`src/rtl/ps2_receive.sv`:
```
// PS/2 device-to-host frame receiver: synchronize, filter, decode start/8 data/odd parity/stop.
// Optional frame watchdog enabled by defining PS2_RX_TIMEOUT_EN.
module ps2_receive #(
    parameter int FILTER_LEN  = 8,
    parameter int TIMEOUT_CYC = 100000
) (
    input  logic       qzt_clk,
    input  logic       reset,
    input  logic       PS2C,
    input  logic       PS2D,
    input  logic       inhibit,
    output logic [7:0] data,
    output logic       valid,
    output logic       err,
    output logic [1:0] err_code,
    output logic       busy
);

    typedef enum logic [1:0] {
        ST_IDLE   = 2'd0,
        ST_DATA   = 2'd1,
        ST_PARITY = 2'd2,
        ST_STOP   = 2'd3
    } state_t;

    localparam logic [7:0] FILT_LAST = 8'(FILTER_LEN - 1);

    logic [1:0] c_sync, d_sync;
    logic [7:0] c_cnt, d_cnt;
    logic       c_filt, d_filt, c_filt_q;
    logic       fall;

    state_t     state, state_n;
    logic [2:0] bit_cnt, bit_cnt_n;
    logic [7:0] shreg, shreg_n;
    logic       par_q, par_n;
    logic [7:0] data_n;
    logic       valid_n, err_n;
    logic [1:0] code_n;
    logic       timeout_hit;

    // Two-flop synchronizers followed by run-length stability filters.
    always_ff @(posedge qzt_clk) begin
        if (reset) begin
            c_sync   <= 2'b11;
            d_sync   <= 2'b11;
            c_cnt    <= 8'd0;
            d_cnt    <= 8'd0;
            c_filt   <= 1'b1;
            d_filt   <= 1'b1;
            c_filt_q <= 1'b1;
        end else begin
            c_sync   <= {c_sync[0], PS2C};
            d_sync   <= {d_sync[0], PS2D};
            c_filt_q <= c_filt;
            if (c_sync[1] == c_filt) begin
                c_cnt <= 8'd0;
            end else if (c_cnt == FILT_LAST) begin
                c_filt <= c_sync[1];
                c_cnt  <= 8'd0;
            end else begin
                c_cnt <= c_cnt + 8'd1;
            end
            if (d_sync[1] == d_filt) begin
                d_cnt <= 8'd0;
            end else if (d_cnt == FILT_LAST) begin
                d_filt <= d_sync[1];
                d_cnt  <= 8'd0;
            end else begin
                d_cnt <= d_cnt + 8'd1;
            end
        end
    end

    assign fall = c_filt_q & ~c_filt;
    assign busy = (state != ST_IDLE);

`ifdef PS2_RX_TIMEOUT_EN
    logic [19:0] wd;
    // An edge in the limit cycle wins: the counter clears instead of firing.
    assign timeout_hit = busy && !fall && ({1'b0, wd} + 21'd1 == 21'(TIMEOUT_CYC));

    always_ff @(posedge qzt_clk) begin
        if (reset || inhibit || fall || !busy || timeout_hit) begin
            wd <= 20'd0;
        end else begin
            wd <= wd + 20'd1;
        end
    end
`else
    assign timeout_hit = 1'b0;
`endif

    always_ff @(posedge qzt_clk) begin
        if (reset) begin
            state    <= ST_IDLE;
            bit_cnt  <= 3'd0;
            shreg    <= 8'd0;
            par_q    <= 1'b0;
            data     <= 8'd0;
            valid    <= 1'b0;
            err      <= 1'b0;
            err_code <= 2'b00;
        end else begin
            state    <= state_n;
            bit_cnt  <= bit_cnt_n;
            shreg    <= shreg_n;
            par_q    <= par_n;
            data     <= data_n;
            valid    <= valid_n;
            err      <= err_n;
            err_code <= code_n;
        end
    end

    always_comb begin
        state_n   = state;
        bit_cnt_n = bit_cnt;
        shreg_n   = shreg;
        par_n     = par_q;
        data_n    = data;
        valid_n   = 1'b0;
        err_n     = 1'b0;
        code_n    = err_code;
        if (inhibit) begin
            state_n   = ST_IDLE;
            bit_cnt_n = 3'd0;
        end else if (fall) begin
            case (state)
                ST_IDLE: begin
                    if (!d_filt) begin
                        state_n   = ST_DATA;
                        bit_cnt_n = 3'd0;
                    end else begin
                        err_n  = 1'b1;
                        code_n = 2'b01;
                    end
                end
                ST_DATA: begin
                    shreg_n   = {d_filt, shreg[7:1]};
                    bit_cnt_n = bit_cnt + 3'd1;
                    if (bit_cnt == 3'd7) state_n = ST_PARITY;
                end
                ST_PARITY: begin
                    par_n   = d_filt;
                    state_n = ST_STOP;
                end
                ST_STOP: begin
                    state_n   = ST_IDLE;
                    bit_cnt_n = 3'd0;
                    // Stop-bit failure masks a parity failure.
                    if (!d_filt) begin
                        err_n  = 1'b1;
                        code_n = 2'b11;
                    end else if (!(^{shreg, par_q})) begin
                        err_n  = 1'b1;
                        code_n = 2'b10;
                    end else begin
                        data_n  = shreg;
                        valid_n = 1'b1;
                    end
                end
                default: state_n = ST_IDLE;
            endcase
        end else if (timeout_hit) begin
            state_n   = ST_IDLE;
            bit_cnt_n = 3'd0;
            err_n     = 1'b1;
            code_n    = 2'b00;
        end
    end

endmodule

```
`config.mk`:
```
export PLATFORM = sky130hd
export DESIGN_NAME = ps2_receive
export DESIGN_NICKNAME = d
export VERILOG_FILES = /design/src/rtl/ps2_receive.sv
export SDC_FILE = /design/constraint.sdc
export NUM_CORES = 1
export LEC_CHECK = 0
export CAP_MARGIN = 25
export CORE_MARGIN = 4
export CORE_UTILIZATION = 35
export CTS_CLUSTER_DIAMETER = 120
export CTS_CLUSTER_SIZE = 14
export DETAILED_ROUTE_END_ITERATION = 8
export DONT_BUFFER_PORTS = 1
export PLACE_DENSITY_LB_ADDON = 0.15
export RECOVER_POWER = 50
export SYNTH_ARGS = -nofsm -noshare
export SYNTH_HDL_FRONTEND = slang
export SYNTH_SLANG_ARGS = --single-unit
export TNS_END_PERCENT = 10
```
`constraint.sdc`:
```
create_clock -name qzt_clk -period 1.8 [get_ports qzt_clk]
set_clock_uncertainty 0.15 [all_clocks]
set_input_delay 0.18 -clock qzt_clk [delete_from_list [all_inputs] [get_ports qzt_clk]]
set_output_delay 0.18 -clock qzt_clk [all_outputs]
set_load 0.02 [all_outputs]
```
* Yosys cells after proc, flatten, opt, wreduce, memory -nomap -nowiden
Cells that the tools add are included.
** Word-level totals
- Register bits :: 49
- Output and inout port bits :: 13
- Logic and storage cells :: 70
** Cells by class
- Add/subtract/negate cells :: 3
- Equal/unequal tests :: 12
- Muxes and demuxes :: 14
- Bitwise gates (word level) :: 8
- Reductions and logical operators :: 18
** Operators with widths (number)
- $add A8 B1 Y8 const B :: 2
- $eq A8 B3 Y1 const B :: 2
- $reduce_and A3 Y1 :: 4
- $mux W2 :: 5
- $reduce_and A5 Y1 :: 2
- $pmux W3 S3 :: 1
- $reduce_or A3 Y1 :: 3
- $reduce_xor A9 Y1 :: 1
- $pmux W2 S4 :: 1
- $not A1 Y1 :: 7
- $ne A2 B2 Y1 const B :: 3
- $reduce_or A5 Y1 :: 1
- $eq A2 B2 Y1 const B :: 2
- $mux W1 :: 4
- $pmux W2 S2 :: 1
- $reduce_and A2 Y1 :: 2
- $reduce_bool A2 Y1 :: 2
- $add A3 B1 Y3 const B :: 1
- $eq A3 B3 Y1 const B :: 1
- $mux W3 :: 1
- $ne A3 B3 Y1 const B :: 1
- $reduce_bool A3 Y1 :: 1
- $eq A1 B1 Y1 :: 2
- $eq A2 B1 Y1 const B :: 1
- 4 further kinds :: 4

* Longest topological paths before layout
- Word-level depth :: 4
- Mapped depth :: 7
- Gate-level depth less buffers :: 7

* Worst setup path after synthesis
Ideal clock, no wire load.
- Kind :: register -> register
- Start point :: register shreg[4]
- End point :: register err
- Library setup time :: 112 ps
- Data arrival time :: 1511 ps
- Data required time :: 1538 ps
- Setup slack :: 27 ps
- Cell stages (with the launch flop) :: 6
- Buffers on the path :: 0
- Period minus slack after synthesis :: 1773 ps
- Cells stage by stage :: dfxtp_1 xnor2_1 xnor2_1 xnor3_2 o21ai_0 a2111oi_1
** Between the ends
- Cells in the longest elaborated chain, start to end :: 4
** RTL lines
- start: declaration :: line 35 : logic [7:0] shreg, shreg_n;
- start signal: assignment :: line 107 : shreg <= shreg_n;
- $reduce_xor A9 Y1 :: line 155 : end else if (!(^{shreg, par_q})) begin
- $mux W1 :: line 155
- $mux W1 :: line 152 : if (!d_filt) begin
- $pmux W1 S2 :: line 129 : case (state)
- end signal: assignment :: line 111 : err <= err_n;
- end: declaration :: line 14 : output logic err,
Every way passes these cells.
A chain may end at the register's enable or synchronous reset.

* Worst setup path after layout
- Start point :: register shreg[3]
- End point :: register err_code[1]
** Between the ends
- Cells in the longest elaborated chain, start to end :: 3
** RTL lines
- $reduce_xor A9 Y1 :: line 155
- $ne A3 B3 Y1 (no source line)
- $reduce_and A5 Y1 (no source line)
- end signal: assignment :: line 112 : err_code <= code_n;
- end: declaration :: line 15 : output logic [1:0] err_code,
Every way passes these cells.

==> metrics.md <==
| Metric | Value |
|---|---|
| Run status | finished with violations |
| Failing checks | hold timing |
| Final Routed Wirelength | 4066 um |
| Total Die Area | 7357 um2 |
| Per-cell routed wire length | 12.07 um |
| Yosys cell types | 36 |
| Total CTS buffers | 5 |
| Wire length of the first global-routing pass | 7093 um |
| Final Hold Viols | 6 |
| Post-synthesis area per instance | 9.125 um2 |
| GP Congestion | 0.7551 |
| Clock-pin transition on the worst setup and hold timing paths | 0.08 ns |
| Nets | 276 |
| Initial standard-cell utilization of the core | 0.3597 |
| Prevailing post-synth register cell | sky130_fd_sc_hd__dfxtp_1 |
| Total number of vias | 1572 |
| Relative slew slack | 0.4456 |
| I/O Buffers | 0 |
| Maximum clock path buffer count | 2 |
| Cell types with the largest area share after synthesis | sky130_fd_sc_hd__dfxtp_1 46%, sky130_fd_sc_hd__nand2_1 7.6%, sky130_fd_sc_hd__ha_1 5.3% |
| Global-route usage over all layers | 0.1214 |
| Worst skew pair latency | 0.29 ns |
| TritonCTS clock tree | done |
| Largest net degree at the start of global routing | 20 |
| Reported leakage power | 0.9684 nW |
| Fmax | 563.7 MHz |
| Measured slew at the worst slew-check pin | 0.8288 ns |
| First DRT Iteration DRCs | 50 |
| Critical Setup Path Class | reg -> reg |
| Fillers | 587 |
| Number of storage elements in the synthesis netlist | 49 |
| Final worst path period need | 1.774 ns |
| Maxcap violations | 0 |
| Height of the die | 85.78 um |
| Sequential cell area fraction in the yosys report | 0.4634 |
| Critical Path Start Type | flip-flop |
| Final routed DRC violation total | 0 |
| Remaining number of nets flagged by the antenna check after routing | 0 |
| TNS Setup | 0 ns |
| Total power after layout | 1.779 mW |
| Number of primary I/O pins | 18 |
| Setup slack of the critical path after layout | 0.02601 ns |
| Horiz. Die Dim | 85.78 um |
| Number of rows created at floorplan | 28 |
| Clock sink total | 49 |
| Maximum net fanout on the critical path | 4 |
| Arrival @ worst endpoint | 1.77 ns |
| Layout-stage area growth over the synthesis result | 22.16% |
| Net count after synthesis | 246 |
| Final Hold Slack | -0.2060 ns |
| Diode insertion count for antenna repair | 0 |
| Area leader, netlist | sky130_fd_sc_hd__dfxtp_1 |
| Period Utilization, post-route | 0.9856 |
| Ratio of total power to cell area | 687.7 nW/um2 |
| HPWL reported at the end of detailed placement | 2809 um |
| Core area | 5886 um2 |
| Async S/R FF share, synth | 0 |
| Peak supply drop | 0.2404 mV |
| Quantity of hold-fixing buffers added after cts | 10 |
| Gate Count Post-Synth | 232 |
| Final global-route overflow total | 0 |
| Portion of synthesized cell area occupied by the leading cell type | 0.4634 |
| YS warnings | 0 |
| Setup crit end kind | flip-flop |
| Post-place setup slack | -0.04392 ns |
| CTS root buffer | sky130_fd_sc_hd__clkbuf_8 |
| Clock H-tree levels | 2 |
| Number of global-route vias before repair | 1485 |
| Max-slew violations | 0 |
| Number of antenna violations at the first check in global routing | 0 |
| Final core occ | 0.4394 |
| Initial DRT Pass Iterations | 4 |
| Register-to-register setup slack | 0.03 ns |
| Combined area of all synthesized cells | 2117 um2 |
| Post-detailed-route via-to-cell ratio | 4.665 |
| Worst min-delay path class | in -> reg |
| RSZ-0062 raised after global routing | true |
| Critical Path RT | 1.80 ns |
| Number of enable-type register cells in the synthesized netlist | 0 |
| Finish-stage setup viols | 0 |
| Share of post-route cells with drive strength above 1 | 0.2176 |
## path summary, 6_finish.rpt
path | from | end | cells past startpoint
min reg2reg | d_cnt[0]$_SDFF_PP0_ | d_cnt[0]$_SDFF_PP0_ | 1
min | inhibit | bit_cnt[0]$_SDFFE_PP0P_ | 1
max | shreg[3]$_SDFFE_PP0P_ | err_code[1]$_SDFFE_PP0P_ | 6
max reg2reg | shreg[3]$_SDFFE_PP0P_ | err_code[1]$_SDFFE_PP0P_ | 6
## critical path, stage by stage, from the launching register on
cell and delay [ns]:
sky130_fd_sc_hd__dfxtp_2 0.34, sky130_fd_sc_hd__xnor2_2 0.20, sky130_fd_sc_hd__xnor2_2 0.16, sky130_fd_sc_hd__xnor3_2 0.44, sky130_fd_sc_hd__buf_4 0.17, sky130_fd_sc_hd__o2111ai_1 0.08
sky130_fd_sc_hd__a21oi_1 0.09
## registers in the layout, summed over array words and instances, names as in the netlist, 2 cells and up
name      flops
d_cnt         8
err_code      2
state         2
data          8
c_cnt         8
d_sync        2
shreg         8
c_sync        2
bit_cnt       3
## cell usage in the layout (no fill, tap or decap), types with 9 or more instances in the layout
cell type / n
sky130_fd_sc_hd__mux2i_1: 9
sky130_fd_sc_hd__nand2_1: 42
sky130_fd_sc_hd__nor2_1: 17
sky130_fd_sc_hd__buf_4: 19
sky130_fd_sc_hd__nand3_1: 11
sky130_fd_sc_hd__dlygate4sd3_1: 10
sky130_fd_sc_hd__xor2_1: 10
sky130_fd_sc_hd__a21oi_1: 12
sky130_fd_sc_hd__dfxtp_1: 42
## Yosys cell counts, types with 2 or more instances
library cell               number
sky130_fd_sc_hd__a31oi_1        4
sky130_fd_sc_hd__nor2_1        17
sky130_fd_sc_hd__nor3_1         8
sky130_fd_sc_hd__or3_1          2
sky130_fd_sc_hd__a21oi_1       12
sky130_fd_sc_hd__and3_1         5
sky130_fd_sc_hd__mux2i_1        9
sky130_fd_sc_hd__o21ai_0        3
sky130_fd_sc_hd__dfxtp_1       49
sky130_fd_sc_hd__inv_1          6
sky130_fd_sc_hd__or4_1          2
sky130_fd_sc_hd__or2_2          7
sky130_fd_sc_hd__xor2_1        10
sky130_fd_sc_hd__xnor2_1       11
sky130_fd_sc_hd__nand3_1       11
sky130_fd_sc_hd__nand2_1       43
sky130_fd_sc_hd__ha_1           9
sky130_fd_sc_hd__clkbuf_1       5
sky130_fd_sc_hd__nor2b_1        2
## metal layers
metal / share of wire / track usage
met3: 0.054 / 0.04227
met1: 0.50 / 0.1615
met4: 0.017 / 0.04317
met2: 0.42 / 0.1822
met5: 0 / 0
## logic make-up (layout without fill, tap and decap cells)
family,count (synthesis),count (layout),share of synthesized area
AND/OR/NAND/NOR,104,104,0.2411
buffers and inverters,14,44,0.02896
XOR/XNOR,22,22,0.09810
adder cells (fa/ha/maj),9,9,0.05319
flip-flops,49,49,0.4634
multiplexers,10,10,0.04787
AO/OA/AOI/OAI,24,24,0.06738
## repair_timing
action | 4_1_cts | 5_1_grt
setup buffers | 2 | 1
resized for setup | 6 | 14
pin swaps | 5 | 5
endpoints found under the setup margin | 9 | 16
endpoints found under the hold margin | 25 | 6
## report_power, final
group | internal, mW | switching (mW)
Sequential | 1.09 | 0.00735
Clock | 0.305 | 0.335
Combinational | 0.0192 | 0.0216
Total | 1.41 | 0.364
## stage by stage
stage	area (um2)	hold slack [ns]	std cells
2_1_floorplan	2117	0.1111	232
3_3_place_gp	2303	0.1039	317
3_5_place_dp	2303	0.1064	317
4_1_cts	2531	-0.2102	336
5_1_grt	2586	-0.2279	337
6_report	2586	-0.2060	337
## layout make-up
class                           count  area [um2]  area share
Clock buffer                        7       86.33     0.03338
Tap cell                           75       93.84     0.03628
Sequential cell                    49       989.7      0.3827
Inverter                            7       26.28     0.01016
Timing Repair Buffer               30       246.5     0.09531
Multi-Input combinational cell    169        1144      0.4422
Power figures use the tool's default switching activity.
